==> src/rtl/seqgen_pkg.sv <==
`default_nettype none
// +----------------------------------------------------------------------+
// | Module      : seqgen_pkg                                             |
// | Description : Shared constants, state encoding and LFSR step helper  |
// |               for the game sequence generator and its controller.    |
// | Revision    : 1.0 - initial release                                  |
// +----------------------------------------------------------------------+
package seqgen_pkg;

  localparam int SEQ_DEPTH   = 32;
  localparam int SEQ_ADDR_W  = $clog2(SEQ_DEPTH);
  localparam int SEQ_DIGIT_W = 4;
  localparam int SEQ_LFSR_W  = 16;

  // x^16 + x^14 + x^13 + x^11 + 1 -> state bits 15, 13, 12, 10
  localparam logic [SEQ_LFSR_W-1:0] LFSR_TAPS = 16'hB400;
  localparam logic [SEQ_LFSR_W-1:0] SEQ_SEED  = 16'hACE1;

  typedef enum logic [1:0] {
    IDLE = 2'd0,
    FILL = 2'd1,
    DONE = 2'd2
  } seqState_t;

  // One Fibonacci shift: feedback is the XOR of the tapped bits.
  function automatic logic [SEQ_LFSR_W-1:0] lfsrStep(input logic [SEQ_LFSR_W-1:0] s);
    return {s[SEQ_LFSR_W-2:0], ^(s & LFSR_TAPS)};
  endfunction

endpackage
`default_nettype wire

==> src/rtl/seq_lfsr.sv <==
`default_nettype none
// +----------------------------------------------------------------------+
// | Module      : seq_lfsr                                               |
// | Description : Free-running 16-bit Fibonacci LFSR. Steps every cycle  |
// |               out of reset so the sequence depends on player timing. |
// | Revision    : 1.0 - initial release                                  |
// +----------------------------------------------------------------------+
module seq_lfsr
  import seqgen_pkg::*;
#(
  parameter logic [SEQ_LFSR_W-1:0] SEED = SEQ_SEED
) (
  input  logic                  Clk,
  input  logic                  Rst,
  output logic [SEQ_LFSR_W-1:0] State
);

  logic [SEQ_LFSR_W-1:0] r_lfsr;

  // Shift register: reload the seed on reset, otherwise step every cycle.
  always_ff @(posedge Clk or negedge Rst) begin
    if (!Rst) r_lfsr <= SEED;
    else      r_lfsr <= lfsrStep(r_lfsr);
  end

  assign State = r_lfsr;

endmodule
`default_nettype wire

==> src/rtl/sequence_generator.sv <==
`default_nettype none
// +----------------------------------------------------------------------+
// | Module      : sequence_generator                                     |
// | Description : Fills a DEPTH-entry digit memory with LFSR-derived     |
// |               digits bounded by the sampled difficulty, flags        |
// |               completion on FinGen and serves 2-cycle-latency reads. |
// |               Optional macro SEQGEN_REPEAT_FILTER_EN rejects a digit |
// |               equal to the previous one written in the same fill.    |
// | Revision    : 1.0 - initial release                                  |
// +----------------------------------------------------------------------+
module sequence_generator
  import seqgen_pkg::*;
#(
  parameter int                    DEPTH   = SEQ_DEPTH,
  parameter int                    ADDR_W  = $clog2(DEPTH),
  parameter int                    DIGIT_W = SEQ_DIGIT_W,
  parameter int                    LFSR_W  = SEQ_LFSR_W,
  parameter logic [SEQ_LFSR_W-1:0] SEED    = SEQ_SEED
) (
  input  logic               Clk,
  input  logic               Rst,
  input  logic               GoGen,
  input  logic [DIGIT_W-1:0] Diff,
  input  logic [ADDR_W-1:0]  SeqAddr,
  output logic [DIGIT_W-1:0] RAMOutput,
  output logic               FinGen
);

  seqState_t          r_state, w_stateNext;
  logic [ADDR_W-1:0]  r_wrAddr, w_wrAddrNext;
  logic [DIGIT_W-1:0] r_diff, w_diffNext;
  logic               r_done, w_doneNext;
  logic               w_we;
  logic               w_accept;
  logic [DIGIT_W-1:0] w_dmax;
  logic [DIGIT_W-1:0] w_cand;
  logic [LFSR_W-1:0]  w_lfsr;
  logic               w_unusedLfsr;
  logic [ADDR_W-1:0]  r_addrQ;
  logic [DIGIT_W-1:0] r_mem [DEPTH];
`ifdef SEQGEN_REPEAT_FILTER_EN
  logic [DIGIT_W-1:0] r_lastDigit;
`endif

  seq_lfsr #(.SEED(SEED)) u_lfsr (
    .Clk   (Clk),
    .Rst   (Rst),
    .State (w_lfsr)
  );

  // Candidate digit is the low nibble of the current (pre-step) LFSR state.
  assign w_cand       = w_lfsr[DIGIT_W-1:0];
  assign w_unusedLfsr = ^w_lfsr[LFSR_W-1:DIGIT_W];

  // Difficulty 0 would otherwise allow only digit 0; treat it as 1.
  assign w_dmax = (r_diff == '0) ? DIGIT_W'(1) : r_diff;

  // Next-state logic: GoGen always (re)starts a fill from address 0.
  always_comb begin
    w_stateNext  = r_state;
    w_wrAddrNext = r_wrAddr;
    w_diffNext   = r_diff;
    w_doneNext   = r_done;
    w_we         = 1'b0;
    w_accept     = (w_cand <= w_dmax);
`ifdef SEQGEN_REPEAT_FILTER_EN
    if ((r_wrAddr != '0) && (w_cand == r_lastDigit)) w_accept = 1'b0;
`endif
    if (GoGen) begin
      w_stateNext  = FILL;
      w_wrAddrNext = '0;
      w_diffNext   = Diff;
      w_doneNext   = 1'b0;
    end else begin
      case (r_state)
        FILL: begin
          if (w_accept) begin
            w_we         = 1'b1;
            w_wrAddrNext = r_wrAddr + ADDR_W'(1);
            if (r_wrAddr == ADDR_W'(DEPTH - 1)) begin
              w_stateNext = DONE;
              w_doneNext  = 1'b1;
            end
          end
        end
        IDLE, DONE: w_stateNext = r_state;
        default:    w_stateNext = IDLE;
      endcase
    end
  end

  // Control state registers.
  always_ff @(posedge Clk or negedge Rst) begin
    if (!Rst) begin
      r_state  <= IDLE;
      r_wrAddr <= '0;
      r_diff   <= '0;
      r_done   <= 1'b0;
    end else begin
      r_state  <= w_stateNext;
      r_wrAddr <= w_wrAddrNext;
      r_diff   <= w_diffNext;
      r_done   <= w_doneNext;
    end
  end

`ifdef SEQGEN_REPEAT_FILTER_EN
  // Remember the most recent digit written so an immediate repeat is refused.
  always_ff @(posedge Clk or negedge Rst) begin
    if (!Rst)      r_lastDigit <= '0;
    else if (w_we) r_lastDigit <= w_cand;
  end
`endif

  // Digit memory write port; contents deliberately survive reset.
  always_ff @(posedge Clk) begin
    if (w_we) r_mem[r_wrAddr] <= w_cand;
  end

  // Two-stage read: register the address, then register the data (old data on collision).
  always_ff @(posedge Clk or negedge Rst) begin
    if (!Rst) begin
      r_addrQ   <= '0;
      RAMOutput <= '0;
    end else begin
      r_addrQ   <= SeqAddr;
      RAMOutput <= r_mem[r_addrQ];
    end
  end

  // Mask done during GoGen so the controller never sees last round's flag.
  assign FinGen = r_done & ~GoGen;

endmodule
`default_nettype wire

==> config.mk <==
export PLATFORM = sky130hd
export DESIGN_NAME = sequence_generator
export DESIGN_NICKNAME = d
export VERILOG_FILES = /design/src/rtl/seqgen_pkg.sv /design/src/rtl/seq_lfsr.sv /design/src/rtl/sequence_generator.sv
export SDC_FILE = /design/constraint.sdc
export NUM_CORES = 1
export LEC_CHECK = 0
export ABC_AREA = 1
export CAP_MARGIN = 20
export CELL_PAD_IN_SITES_DETAIL_PLACEMENT = 2
export CELL_PAD_IN_SITES_GLOBAL_PLACEMENT = 2
export CORE_MARGIN = 10
export CORE_UTILIZATION = 30
export DETAILED_ROUTE_END_ITERATION = 8
export PLACE_DENSITY_LB_ADDON = 0.1
export SLEW_MARGIN = 20
export SYNTH_ARGS = -nofsm -noshare
export SYNTH_HDL_FRONTEND = slang
export SYNTH_SLANG_ARGS = --single-unit
==> constraint.sdc <==
create_clock -name Clk -period 2.4 [get_ports Clk]
set_clock_uncertainty 0.05 [all_clocks]
set_input_delay 0.48 -clock Clk [delete_from_list [all_inputs] [get_ports Clk]]
set_output_delay 0.48 -clock Clk [all_outputs]
set_load 0.01 [all_outputs]
# Yosys cells after proc, flatten, opt, wreduce, memory -nomap -nowiden
# Memories as Yosys holds them, arrays and structs flattened. A register that Yosys moved wholly into a read port is not among the register bits.
# Index checks and enable logic that the tools add are counted.
# word_totals
inputBits,12
ramBits,128
ff_bits,33
n_memories,1
out_inout_bits,5
elab_cells,45
# op_classes
n_reduce_logical,11
muxes,17
n_bitwise,2
n_lt_le_gt_ge,1
n_eq_ne,6
addsub,1
# mem_list
name,depth,word_bits,rd,rd_ports_with_merged_regs,wr,line,text
r_mem,32,4,1,1,1,sequence_generator.sv:40,logic [DIGIT_W-1:0] r_mem [DEPTH];
# ops
cell,n
XOR reduction 16 bit,1
two-way mux 5 bit,3
two-way mux 1 bit,9
two-way mux 2 bit,3
inequality test 3 bit (second input constant),2
AND reduction 3 bit,2
nonzero test 2 bit,3
adder 5 x 1 -> 5 bit (second input constant),1
== test 5 bit (second input constant),1
<= comparator 4 bit,1
logical NOT 4 bit,1
two-way mux 4 bit,1
case mux 2 bit (2 select lines),1
== test 2 x 1 -> 1 bit (second input constant),1
== test 2 bit (second input constant),1
logical NOT 2 bit,1
inequality test 2 bit (second input constant),1
AND reduction 2 bit,1
OR reduction 2 bit,1
bitwise AND 1 bit,1
logical NOT 1 bit,1
inverter 1 bit,1

# Logic depth before layout (Yosys ltp)
# logic_depth
depth_word,8
ltp_mapped,10
mapped_depth_nobuf,10

# Hierarchy
# A second synthesis with hierarchy kept.
# unflattened
hier_cells,609
area_unflattened_um2,6822.8
# modules_own_cells
module,seq_area_each_um2,area_each_um2,cells_each,n_inst
sequence_generator,4369.2,6341.1,576,1
seq_lfsr,410.4,481.7,33,1

# Least setup slack after synthesis
# No wires, ideal clock.
# synth_path
path_kind,flip-flop to flip-flop
startpoint,"reg u_lfsr.r_lfsr[3], in the netlist u_lfsr.State[3]"
endpoint,mem r_mem[0][0] in the netlist's numbering (enable)
t_required_ns,2.021
slack_ns,0.207
t_arrival_ns,1.813
setup_time_ns,0.329
synth_period_minus_slack_ns,2.193
stages_incl_launch_ff,7
n_path_buf,0
path_cell_list,dfrtp_1 ha_1 a21oi_1 o21ai_1 nand2_2 nand3_2 nor2_1
# synth_via
elab_chain_cells,6
# synth_rtl
element,line,text
start: declaration,seq_lfsr.sv:18,logic [SEQ_LFSR_W-1:0] r_lfsr;
start signal: assignment,seq_lfsr.sv:23,else r_lfsr <= lfsrStep(r_lfsr);
<= comparator 4 bit,sequence_generator.sv:65,w_accept = (w_cand <= w_dmax);
two-way mux 1 bit,sequence_generator.sv:77,if (w_accept) begin
two-way mux 1 bit,sequence_generator.sv:75,case (r_state)
two-way mux 1 bit,sequence_generator.sv:69,if (GoGen) begin
two-way mux 1 bit,sequence_generator.sv:117,if (w_we) r_mem[r_wrAddr] <= w_cand;
two-way mux 1 bit (not written as such),sequence_generator.sv:117,
end: declaration,sequence_generator.sv:40,
# No other way between the ends.

# Worst setup path after layout
# layout_path
startpoint,in GoGen
endpoint,out FinGen
# layout_via
elab_chain_cells,2
# layout_rtl
element,line,text
start: declaration,sequence_generator.sv:22,"input logic GoGen,"
inverter 1 bit,sequence_generator.sv:132,assign FinGen = r_done & ~GoGen;
bitwise AND 1 bit,sequence_generator.sv:132,
end: declaration,sequence_generator.sv:26,output logic FinGen
# No other way between the ends.

==> flow_summary_export.csv <==
group,metric,value,unit
status,outcome,"completed",
cts,clkTransAtPathRegs,60,ps
cts,clockRootBuffer,"clkbuf_16",
power_and_ir_drop,powerDensity,771,nW/µm²
route,dr.pass1.iters,4,
worst_setup_path,cp-endpoint,"FinGen",
worst_setup_path,crit_arrival,1670,ps
global_routing,first_global_vias,5093,
route,routed_via_density,4.70,
power_and_ir_drop,sequentialPowerShare,50.5,%
run,maxCapViolations,0,
cts,hold_buffers,0,
worst_setup_path,regToRegSetupSlack,210,ps
power_and_ir_drop,max-vdd-ir-drop,0.476,mV
layout,final_area,8020,µm²
cts,clock_latency,430,ps
route,detail-route-antenna-nets,0,
global_routing,grt_max_degree,45,
cts,htree_levels,4,
min_path,hold_class,"primary input to asynchronous set/reset pin",
floorplan,start_util,30.3,%
worst_setup_path,r2r-start,"r_diff[1]$_DFFE_PN0P_",
power_and_ir_drop,p_total,6.18,mW
timing,worst_pin_slew,900,ps
timing,rsz0062_at_grt,"false",
placed_design,dp_hpwl,12300,µm
synthesis,synth_cell_type_count,26,
cts,post_cts_buffers,0,
global_routing,grt_pass1_wl,29100,µm
floorplan,placementRows,55,
floorplan,die_w,171,µm
cts,cts_made_buffers,17,
timing,min_period_over_period,91.6,%
route,drc_errors,0,
placed_design,io_buffers,16,
layout,finish.utilization,35.7,%
power_and_ir_drop,switchingPower,1.42,mW
worst_setup_path,r2r-end,"r_mem[12][3]$_DFFE_PP_",
floorplan,core_region_area,22400,µm²
timing,slew_viol_final,0,
worst_setup_path,start_kind,"primary input",
synthesis,yosysSeqAreaShare,70.3,%
worst_setup_path,crit_fanout,4,
power_and_ir_drop,p_int,4.77,mW
cts,cts_tree,"done",
layout,nets,663,
global_routing,grt_usage,13.4,%
placed_design,place_congestion,0.739,
power_and_ir_drop,combPwrFrac,6.3,%
synthesis,syn_nets,616,
synthesis,synth_seq_cells,165,
power_and_ir_drop,p_clk_share,43.3,%
power_and_ir_drop,p_sw_share,22.9,%
synthesis,synth_cells,595,
timing,fmax,455,MHz
layout,drive_gt1_share,13.6,%
global_routing,grt_overflow,0,
layout,layout_commonest_cell,"nand2_1",
route,dr_total_vias,4416,
route,wl,18300,µm
global_routing,grt_antenna_before_repair,0,
timing,hold_violations,0,
timing,setup_viol,0,
worst_setup_path,required,1870,ps
power_and_ir_drop,leakage,3.20,nW
layout,diodes,0,
cts,clkSinkCount,165,
synthesis,synth_area,6800,µm²
cts,cts.path.max_buffers,2,
layout,area_growth,18.0,%
timing,timing.final.crit_period,2200,ps
placed_design,post_dp_cell_area,7430,µm²
timing,slew_headroom,40.0,%
floorplan,die_h,171,µm
worst_setup_path,crit_start,"GoGen",
worst_setup_path,cp-end-kind,"output port",
floorplan,die-area,29100,µm²
layout,final_cell_mix,"nand2_1 (204), edfxtp_1 (128), nand3_1 (109), nor2_1 (36), buf_4 (36)",
synthesis,synth_warnings,0,
timing,finalSetupTns,0,ps
route,drt_iter0_markers,199,
floorplan,pin_count,17,
synthesis,syn_avg_cell_area,11.4,µm²
route,wl_per_cell,19.5,µm
worst_setup_path,critPathKind,"primary input to output port",
worst_setup_path,rr_worst_depth,9,
[final cells by class]
class                   instances  area, µm²
fillers                      2374      14400
flip-flops and latches        165       4780
multi-input cells             383       1740
repair buffers                 55        485
clock buffers                  17        425
well taps                     285        357
clock inverters                15        154
inverters                      20       75.1
[power by group through the flow]
stage	Clock [mW]	Sequential [mW]	Combinational, mW
detailed placement	0	3.18	0.398
floorplan	0	3.17	0.239
global route	2.86	3.13	0.442
global placement	0	3.18	0.386
CTS	2.76	3.12	0.400
finish	2.68	3.12	0.388
[flip-flops by register name, indices dropped and copies added (netlist names)]
register      count
RAMOutput         4
r_addrQ           5
r_diff            4
r_done            1
r_mem           128
r_state           2
r_wrAddr          5
u_lfsr.State     16
[logic make-up after synthesis]
| family | share of synthesized area [%] |
|---|---|
| adder cells (fa/ha/maj) | 1.66 |
| AO/OA/AOI/OAI | 0.792 |
| AND/OR/NAND/NOR | 22.4 |
| buffers and inverters | 4.14 |
| flip-flops | 70.3 |
| XOR/XNOR | 0.645 |
[stage by stage]
step	instances	setup WS, ps	hold slack (ps)
floorplan	595	207	134
global placement	908	116	286
detailed placement	908	82.6	290
CTS	940	76.5	153
global route	940	4.97	196
finish	940	202	128
[layer usage]
metal / vias to the layer above / routed length, µm / global-route usage, %
met3: 12 / 414 / 2.56
li1: 2112 / - / -
met2: 41 / 9330 / 23.0
met4: 0 / 160 / 3.55
met5: - / 0 / 0
met1: 2251 / 8430 / 16.8
[critical path, stage by stage]
cell and delay (ps):
clkdlybuf4s50_1 500, nor2_1 140, clkdlybuf4s50_1 540
[cells in the mapped netlist (all sizes together)]
| library cell | number | area share, % |
|---|---|---|
| nand4 | 2 | 0.18 |
| edfxtp | 128 | 57 |
| inv | 20 | 1.1 |
| xor2 | 3 | 0.39 |
| xnor2 | 2 | 0.26 |
| nand2 | 205 | 11 |
| a21oi | 2 | 0.15 |
| ha | 9 | 1.7 |
| o22ai | 1 | 0.092 |
| clkbuf | 4 | 0.42 |
| nand3 | 113 | 8.6 |
| dfrtp | 29 | 11 |
| dfstp | 8 | 3.1 |
| nor2 | 39 | 2.3 |
| o21ai | 6 | 0.44 |
| o31ai | 1 | 0.11 |
| buf | 23 | 2.6 |
[timing repair]
item                                    4_1_cts  5_1_grt
endpoints found under the setup margin        0        8
hold endpoints to repair                      0        0
gates resized for setup                       0        2
[worst min path at each step]
stage	slack, ps	cells past startpoint	endpoint	from
3_3_place_gp	290	0	u_lfsr.State[15]$_DFF_PN1_	u_lfsr.State[14]$_DFF_PN0_
2_1_floorplan	130	0	RAMOutput[0]$_DFF_PN0_	Rst
5_1_grt	200	1	u_lfsr.State[14]$_DFF_PN0_	Rst
3_5_place_dp	290	0	u_lfsr.State[15]$_DFF_PN1_	u_lfsr.State[14]$_DFF_PN0_
4_1_cts	150	1	RAMOutput[2]$_DFF_PN0_	Rst
6_report	130	1	RAMOutput[0]$_DFF_PN0_	Rst
(Power assumes the default switching activity.)
